**src/rtl/arp_decode.sv**
```systemverilog
`default_nettype none
`timescale 1ns/1ps
// ============================================================================
//  Module      : arp_decode
//  Description : Streaming ARP payload decoder. Consumes one payload nibble
//                per cycle (network byte order, low nibble of each byte
//                first), checks the fixed header fields and the target
//                protocol address on the fly into a sticky mismatch flag,
//                and captures SHA/SPA into shadow registers. On the cycle
//                after the 56th nibble it either publishes sha/spa/is_reply
//                with an arp_valid pulse or raises a drop pulse. Trailing
//                Ethernet padding/FCS is swallowed until ivalid falls.
//  Options     : ARP_REPLY_ACCEPT_EN - when defined, OPER=2 (reply) is also
//                accepted and reported through is_reply; when undefined only
//                requests (OPER=1) pass and is_reply is tied low.
//  Revision    : 1.0 - initial release
// ============================================================================
module arp_decode #(
    parameter logic [47:0] MAC_ADDR = 48'h0,
    parameter logic [31:0] IP_ADDR  = 32'h0
) (
    input  logic        clk,
    input  logic        rst,
    input  logic        ivalid,
    input  logic [3:0]  din,
    output logic        arp_valid,
    output logic        drop,
    output logic [47:0] sha,
    output logic [31:0] spa,
    output logic        is_reply
);

    // ------------------------------------------------------------------------
    // Parser states
    // ------------------------------------------------------------------------
    localparam logic [1:0] c_IDLE  = 2'd0;
    localparam logic [1:0] c_PARSE = 2'd1;
    localparam logic [1:0] c_DRAIN = 2'd2;

    // Index of the final ARP payload nibble (28 bytes * 2 - 1)
    localparam logic [5:0] c_LAST_NIB = 6'd55;
    // Nibble carrying the low half of the OPER low byte
    localparam logic [5:0] c_OPER_NIB = 6'd14;

    // Own MAC is carried for reference only; it takes part in no check.
    logic w_unused_mac;
    assign w_unused_mac = ^MAC_ADDR;

    // ------------------------------------------------------------------------
    // State
    // ------------------------------------------------------------------------
    logic [1:0]  r_state;
    logic [5:0]  r_cnt;        // index of the nibble currently on din
    logic        r_mis;        // sticky: some checked nibble was wrong
    logic        r_armed;      // ivalid has been seen low since reset
    logic [3:0]  r_nib_lo;     // low nibble of the byte being assembled
    logic [47:0] r_sha_sh;     // SHA shadow, filled MSB byte first
    logic [31:0] r_spa_sh;     // SPA shadow, filled MSB byte first

    // ------------------------------------------------------------------------
    // Per-nibble field check
    // ------------------------------------------------------------------------
    logic [4:0] w_byte;
    logic [7:0] w_exp_byte;
    logic [3:0] w_exp_nib;
    logic       w_chk;
    logic       w_nib_bad;
    logic       w_mis_next;
    logic       w_in_sha;
    logic       w_in_spa;

    assign w_byte   = r_cnt[5:1];
    assign w_in_sha = (w_byte >= 5'd8)  && (w_byte <= 5'd13);
    assign w_in_spa = (w_byte >= 5'd14) && (w_byte <= 5'd17);

    // Expected value of the current nibble; bytes outside the checked
    // fields (SHA, SPA, THA) are don't-care.
    always_comb begin
        w_chk      = 1'b1;
        w_exp_byte = 8'h00;
        case (w_byte)
            5'd0:    w_exp_byte = 8'h00;           // HTYPE hi
            5'd1:    w_exp_byte = 8'h01;           // HTYPE lo
            5'd2:    w_exp_byte = 8'h08;           // PTYPE hi
            5'd3:    w_exp_byte = 8'h00;           // PTYPE lo
            5'd4:    w_exp_byte = 8'h06;           // HLEN
            5'd5:    w_exp_byte = 8'h04;           // PLEN
            5'd6:    w_exp_byte = 8'h00;           // OPER hi
            5'd7:    w_exp_byte = 8'h01;           // OPER lo
            5'd24:   w_exp_byte = IP_ADDR[31:24];  // TPA
            5'd25:   w_exp_byte = IP_ADDR[23:16];
            5'd26:   w_exp_byte = IP_ADDR[15:8];
            5'd27:   w_exp_byte = IP_ADDR[7:0];
            default: w_chk      = 1'b0;
        endcase
        w_exp_nib = r_cnt[0] ? w_exp_byte[7:4] : w_exp_byte[3:0];
        w_nib_bad = w_chk && (din != w_exp_nib);
`ifdef ARP_REPLY_ACCEPT_EN
        // OPER low byte may be 1 (request) or 2 (reply)
        if (r_cnt == c_OPER_NIB) begin
            w_nib_bad = (din != 4'h1) && (din != 4'h2);
        end
`endif
    end

    // Mismatch including the nibble being accepted this cycle, so the
    // final TPA nibble is part of the accept decision.
    assign w_mis_next = r_mis | w_nib_bad;

    // ------------------------------------------------------------------------
    // Control FSM, nibble counter, mismatch flag and result outputs
    // ------------------------------------------------------------------------
    always_ff @(posedge clk or posedge rst) begin
        if (rst) begin
            r_state   <= c_IDLE;
            r_cnt     <= 6'd0;
            r_mis     <= 1'b0;
            r_armed   <= 1'b0;
            arp_valid <= 1'b0;
            drop      <= 1'b0;
            sha       <= 48'h0;
            spa       <= 32'h0;
        end else begin
            arp_valid <= 1'b0;
            drop      <= 1'b0;
            // A new packet needs ivalid to have been low at least once,
            // which also covers release from reset in the middle of a frame.
            if (!ivalid) begin
                r_armed <= 1'b1;
            end
            case (r_state)
                c_IDLE: begin
                    if (ivalid && r_armed) begin
                        r_state <= c_PARSE;
                        r_cnt   <= 6'd1;
                        r_mis   <= w_nib_bad;
                    end
                end
                c_PARSE: begin
                    if (!ivalid) begin
                        // Truncated payload: reject, keep published fields
                        drop    <= 1'b1;
                        r_state <= c_IDLE;
                        r_cnt   <= 6'd0;
                        r_mis   <= 1'b0;
                    end else if (r_cnt == c_LAST_NIB) begin
                        r_state <= c_DRAIN;
                        r_cnt   <= 6'd0;
                        r_mis   <= 1'b0;
                        if (w_mis_next) begin
                            drop <= 1'b1;
                        end else begin
                            arp_valid <= 1'b1;
                            sha       <= r_sha_sh;
                            spa       <= r_spa_sh;
                        end
                    end else begin
                        r_cnt <= r_cnt + 6'd1;
                        r_mis <= w_mis_next;
                    end
                end
                c_DRAIN: begin
                    // Padding and FCS are ignored until the frame ends
                    if (!ivalid) begin
                        r_state <= c_IDLE;
                    end
                end
                default: begin
                    r_state <= c_IDLE;
                    r_cnt   <= 6'd0;
                    r_mis   <= 1'b0;
                end
            endcase
        end
    end

    // ------------------------------------------------------------------------
    // Shadow capture of SHA and SPA, one byte per nibble pair
    // ------------------------------------------------------------------------
    always_ff @(posedge clk or posedge rst) begin
        if (rst) begin
            r_nib_lo <= 4'h0;
            r_sha_sh <= 48'h0;
            r_spa_sh <= 32'h0;
        end else if ((r_state == c_PARSE) && ivalid) begin
            r_nib_lo <= din;
            if (r_cnt[0] && w_in_sha) begin
                r_sha_sh <= {r_sha_sh[39:0], din, r_nib_lo};
            end
            if (r_cnt[0] && w_in_spa) begin
                r_spa_sh <= {r_spa_sh[23:0], din, r_nib_lo};
            end
        end
    end

`ifdef ARP_REPLY_ACCEPT_EN
    logic r_rep_sh;

    // Remember whether OPER announced a reply and publish it on accept
    always_ff @(posedge clk or posedge rst) begin
        if (rst) begin
            r_rep_sh <= 1'b0;
            is_reply <= 1'b0;
        end else begin
            if ((r_state == c_PARSE) && ivalid && (r_cnt == c_OPER_NIB)) begin
                r_rep_sh <= (din == 4'h2);
            end
            if ((r_state == c_PARSE) && ivalid && (r_cnt == c_LAST_NIB) && !w_mis_next) begin
                is_reply <= r_rep_sh;
            end
        end
    end
`else
    // Replies are never accepted in this build
    assign is_reply = 1'b0;
`endif

endmodule
`default_nettype wire

```
**config.mk**
```make
export PLATFORM = sky130hd
export DESIGN_NAME = arp_decode
export DESIGN_NICKNAME = d
export VERILOG_FILES = /design/src/rtl/arp_decode.sv
export SDC_FILE = /design/constraint.sdc
export NUM_CORES = 1
export LEC_CHECK = 0
export CAP_MARGIN = 10
export CELL_PAD_IN_SITES_DETAIL_PLACEMENT = 0
export CELL_PAD_IN_SITES_GLOBAL_PLACEMENT = 1
export CORE_MARGIN = 5
export CORE_UTILIZATION = 43
export DETAILED_ROUTE_END_ITERATION = 16
export GPL_ROUTABILITY_DRIVEN = 0
export PLACE_DENSITY = 0.75
export RECOVER_POWER = 100
export SKIP_LAST_GASP = 1
export SLEW_MARGIN = 30
export SYNTH_ARGS = -nofsm -noshare
export SYNTH_HDL_FRONTEND = slang
export SYNTH_SLANG_ARGS = --single-unit
export TNS_END_PERCENT = 30
```
**constraint.sdc**
```tcl
create_clock -name clk -period 10.98 [get_ports clk]
set_input_delay 1.098 -clock clk [delete_from_list [all_inputs] [get_ports clk]]
set_output_delay 1.098 -clock clk [all_outputs]
set_load 0.01 [all_outputs]
```
### Word-level counts from Yosys, hierarchy flattened

Cells that the tools add are included.

* input bits: 7
* flip-flop bits (word level): 176
* output and inout port bits: 83
* logic and storage cells: 77

* add/subtract/negate cells: 1
* mux-type cells: 24
* reductions and logical operators: 16
* bitwise operators: 3
* eq/ne operators: 18
* magnitude comparators: 4

Operators with widths (count)
* equality test 5 x 3 -> 1 bit, second input constant: 4
* equality test 5 bit, second input constant: 4
* 2-to-1 mux 6 bit: 3
* one-hot mux 6 bit (3 select lines): 1
* one-hot mux 4 bit (4 select lines): 1
* 2-to-1 mux 1 bit: 12
* OR reduction 12 bit: 1
* equality test 5 x 2 -> 1 bit, second input constant: 2
* >= comparator 5 x 4 -> 1 bit, second input constant: 2
* 2-to-1 mux 2 bit: 4
* logical AND 1 bit: 7
* adder 6 x 1 -> 6 bit, second input constant: 1
* equality test 6 bit, second input constant: 1
* one-hot mux 2 bit (3 select lines): 1
* AND reduction 2 bit: 3
* equality test 5 x 1 -> 1 bit, second input constant: 1
* <= comparator 5 x 4 -> 1 bit, second input constant: 1
* <= comparator 5 bit, second input constant: 1
* logical NOT 5 bit: 1
* 2-to-1 mux 4 bit: 1
* inequality test 2 bit, second input constant: 2
* inequality test 4 bit: 1
* AND reduction 4 bit: 1
* inequality test 3 bit, second input constant: 1
* 8 further kinds: 9

### Longest topological paths before layout

* depth in word-level cells: 11
* gate-level depth with buffers: 8
* gate-level depth less buffers: 5

### Least setup slack after synthesis

OpenSTA, ideal clock, no wires.

* path type: input-to-reg
* from: in ivalid
* to: reg sha[10]
* data required time: 10.855 ns
* arrival: 2.766 ns
* path buffers: 1
* setup slack: 8.089 ns
* cell stages on the path: 6
* setup time: 0.125 ns
* cells stage by stage: and2b_1 -> nand2_1 -> or3_2 -> a211oi_4 -> buf_6 -> mux2_4

* longest elaborated chain between the ends: 1

RTL lines
* start: declaration: RTL line 24 `input logic ivalid,`
* AND reduction 4 bit (no source line)
* end signal: assignment: RTL line 154 `sha <= r_sha_sh;`
* end: declaration: RTL line 28 `output logic [47:0] sha,`

Every way passes these cells.
A chain may end at the register's enable or synchronous reset.

### Final worst setup path

* from: in ivalid
* to: reg sha[34]

The elaborated chain is that of the path after synthesis.

==> out/qor.csv <==
metric;value;unit
status;finished, violations left;
violations;capacitance limit, slew limit;
worstPathArrival;5.06;ns
die_area;0.0192;mm^2
cts_root_buffer;clkbuf_16;
ir_worst_vdd;104;uV
async_flop_share;100;%
finalNonFillerCells;775;
antenna_cells;0;
numCtsBuffers;17;
slew_headroom;-199;%
place_hpwl;8700;um
clockBufferDepth;2;
synth_compound_area_share;2.69;%
synth.top_cell.area_share;61.9;%
final_common_cell;dfrtp_1;
hold_buffers;0;
cp-start-kind;input port;
grt_max_degree;103;
synth-simple-area-share;4.48;%
rows;47;
period_needed;4.76;ns
totalWireLength;13100;um
drv_cap;5;
synth_fp_nets;461;
tightest_slew;4.46;ns
crit_type;input port to register;
nets;551;
tritoncts;done;
die_w;139;um
synth_top_family_by_area;multiplexers;
port_buffers;88;
grt_pass1_wl;22100;um
synth_area_leaders;dfrtp_1, mux2_2, mux2_4, buf_6, nand2_1;
slew_viol_final;269;
viasPerCell;4.98;
ioPinCount;90;
dr.pass1.iters;4;
gr-total-overflow;0;
cts.sinks;176;
first_iter_violations;176;
ff2ff_path_depth;6;
antenna_found_initial;0;
ys_ff_latch;176;
r2r_end;sha[34];
r2r_start;r_cnt[3];
finalSetupTns;0;ns
cts_setup_buffers;0;
reg2reg_slack;6.78;ns
synth.largest_area_cell;dfrtp_1;
whs_path_depth;1;
fin_skew;0.00615;ns
die_h;139;um
min_to;sha[28];
rsz0062_at_grt;false;
yosys_warnings;0;
muxShareOfSynthArea;27.7;%
core;0.0164;mm^2
final_cell_mix;dfrtp_1, mux2_2, dlygate4sd3_1;
grt_pass1_vias;4043;
min_from;sha[28];
htreeDepth;4;
drc;0;
syn_to_final_growth;19.7;%
start_util;43.4;%
clock_latency;0.42;ns
synthCells;453;
syn_avg_cell_area;15.7;um^2
final_layout_size_suffix_gt1_share;27.0;%
clock.fmax;210;MHz
synth_flop_cell;dfrtp_1;
ys_types;44;
place_inst;744;
hold_path.class;register to register;
yosysSeqAreaShare;61.9;%
synth_edf_count;0;
grt_usage;14.2;%
post_cts_resized;0;
path_clk_slew;0.06;ns
num_vias;3858;
critPathRequiredTime;11.28;ns
leakage;4.46;nW
cp-end-kind;register;
setup_viol;0;
period_share;43.4;%
wl_per_cell;16.9;um
antenna_left;0;
cp_max_fo;44;
power.density;153;mW/mm^2
hold_violations;0;
synthAdderAreaFrac;0.176;%
syn_area;0.00712;mm^2
synth-xor-area-share;0.246;%
==> worst max-delay path by stage <==
stage | from | endpoint | slack (ns) | cells after the start
6_report | ivalid | sha[34] | 6.22 | 7
5_1_grt | rst | r_sha_sh[6] | 5.66 | 2
4_1_cts | ivalid | sha[34] | 7.53 | 7
3_5_place_dp | ivalid | sha[38] | 7.08 | 7
3_3_place_gp | ivalid | sha[47] | 7.15 | 7
2_1_floorplan | rst | arp_valid | 5.11 | 1
==> state kept, by name, summed over array words and instances (netlist names) <==
name	cells
spa	32
sha	48
r_mis	1
arp_valid	1
r_armed	1
r_sha_sh	48
drop	1
r_nib_lo	4
r_spa_sh	32
r_cnt	6
r_state	2
==> power by group <==
part | internal [mW] | switching (mW) | total [mW]
registers | 0.654 | 0.00831 | 0.663
logic | 0.0105 | 0.0239 | 0.0343
clock network | 0.356 | 0.247 | 0.604
==> cell families (layout without fill, tap and decap cells) <==
family,after synthesis,in the layout
AO/OA/AOI/OAI,27,27
XOR/XNOR,2,2
adder cells (fa/ha/maj),1,1
buffers and inverters,26,128
flip-flops,176,176
multiplexers,159,159
other,1,1
AND/OR/NAND/NOR,61,61
==> metal layers <==
metal	GRT usage, %	share of wire (%)	up-vias
met2	21.6	48	72
met5	0	0	-
met4	6.08	2.3	0
met1	19.2	46	1967
met3	4.10	4.2	23
li1	-	-	1796
==> area by class of cell <==
| type | instances | area [um^2] |
|---|---|---|
| inverter | 4 | 16.3 |
| tap | 220 | 275 |
| clock inverter | 14 | 166 |
| multi-input combinational | 251 | 2330 |
| clock buffer | 17 | 425 |
| fill | 1392 | 7890 |
| timing repair buffer | 93 | 907 |
| sequential | 176 | 4400 |
==> metrics by stage <==
| step | hold slack (ns) | instance area [um^2] | utilization, % | setup slack (ns) | power (mW) |
|---|---|---|---|---|---|
| floorplan | 0.458 | 7120 | - | 5.11 | 0.697 |
| global placement | 0.485 | 8140 | 49.6 | 7.15 | 0.710 |
| detailed placement | 0.492 | 8140 | 49.6 | 7.08 | 0.711 |
| CTS | 0.506 | 8730 | 53.2 | 7.53 | 1.32 |
| global route | 0.504 | 8520 | 51.9 | 5.66 | 1.35 |
| finish | 0.484 | 8520 | 51.9 | 6.22 | 1.30 |
==> worst max-delay path, cell delays in order <==
cell and delay (ns):
dlygate4sd3_1 0.67, and2b_1 0.19, nand2_1 0.16, or3_2 0.45, a211oi_1 0.28, clkbuf_1 1.72, mux2_2 0.46
==> synth_stat cells (all sizes together), types with 3 or more instances <==
cell type    n
nand2       23
dfrtp      176
clkbuf       4
nand3        3
a21oi        4
nor2b        3
inv          4
nor2         8
buf         18
nor3         5
mux2       159
o21ai        9
nand2b       6
(Power assumes the default switching activity.)
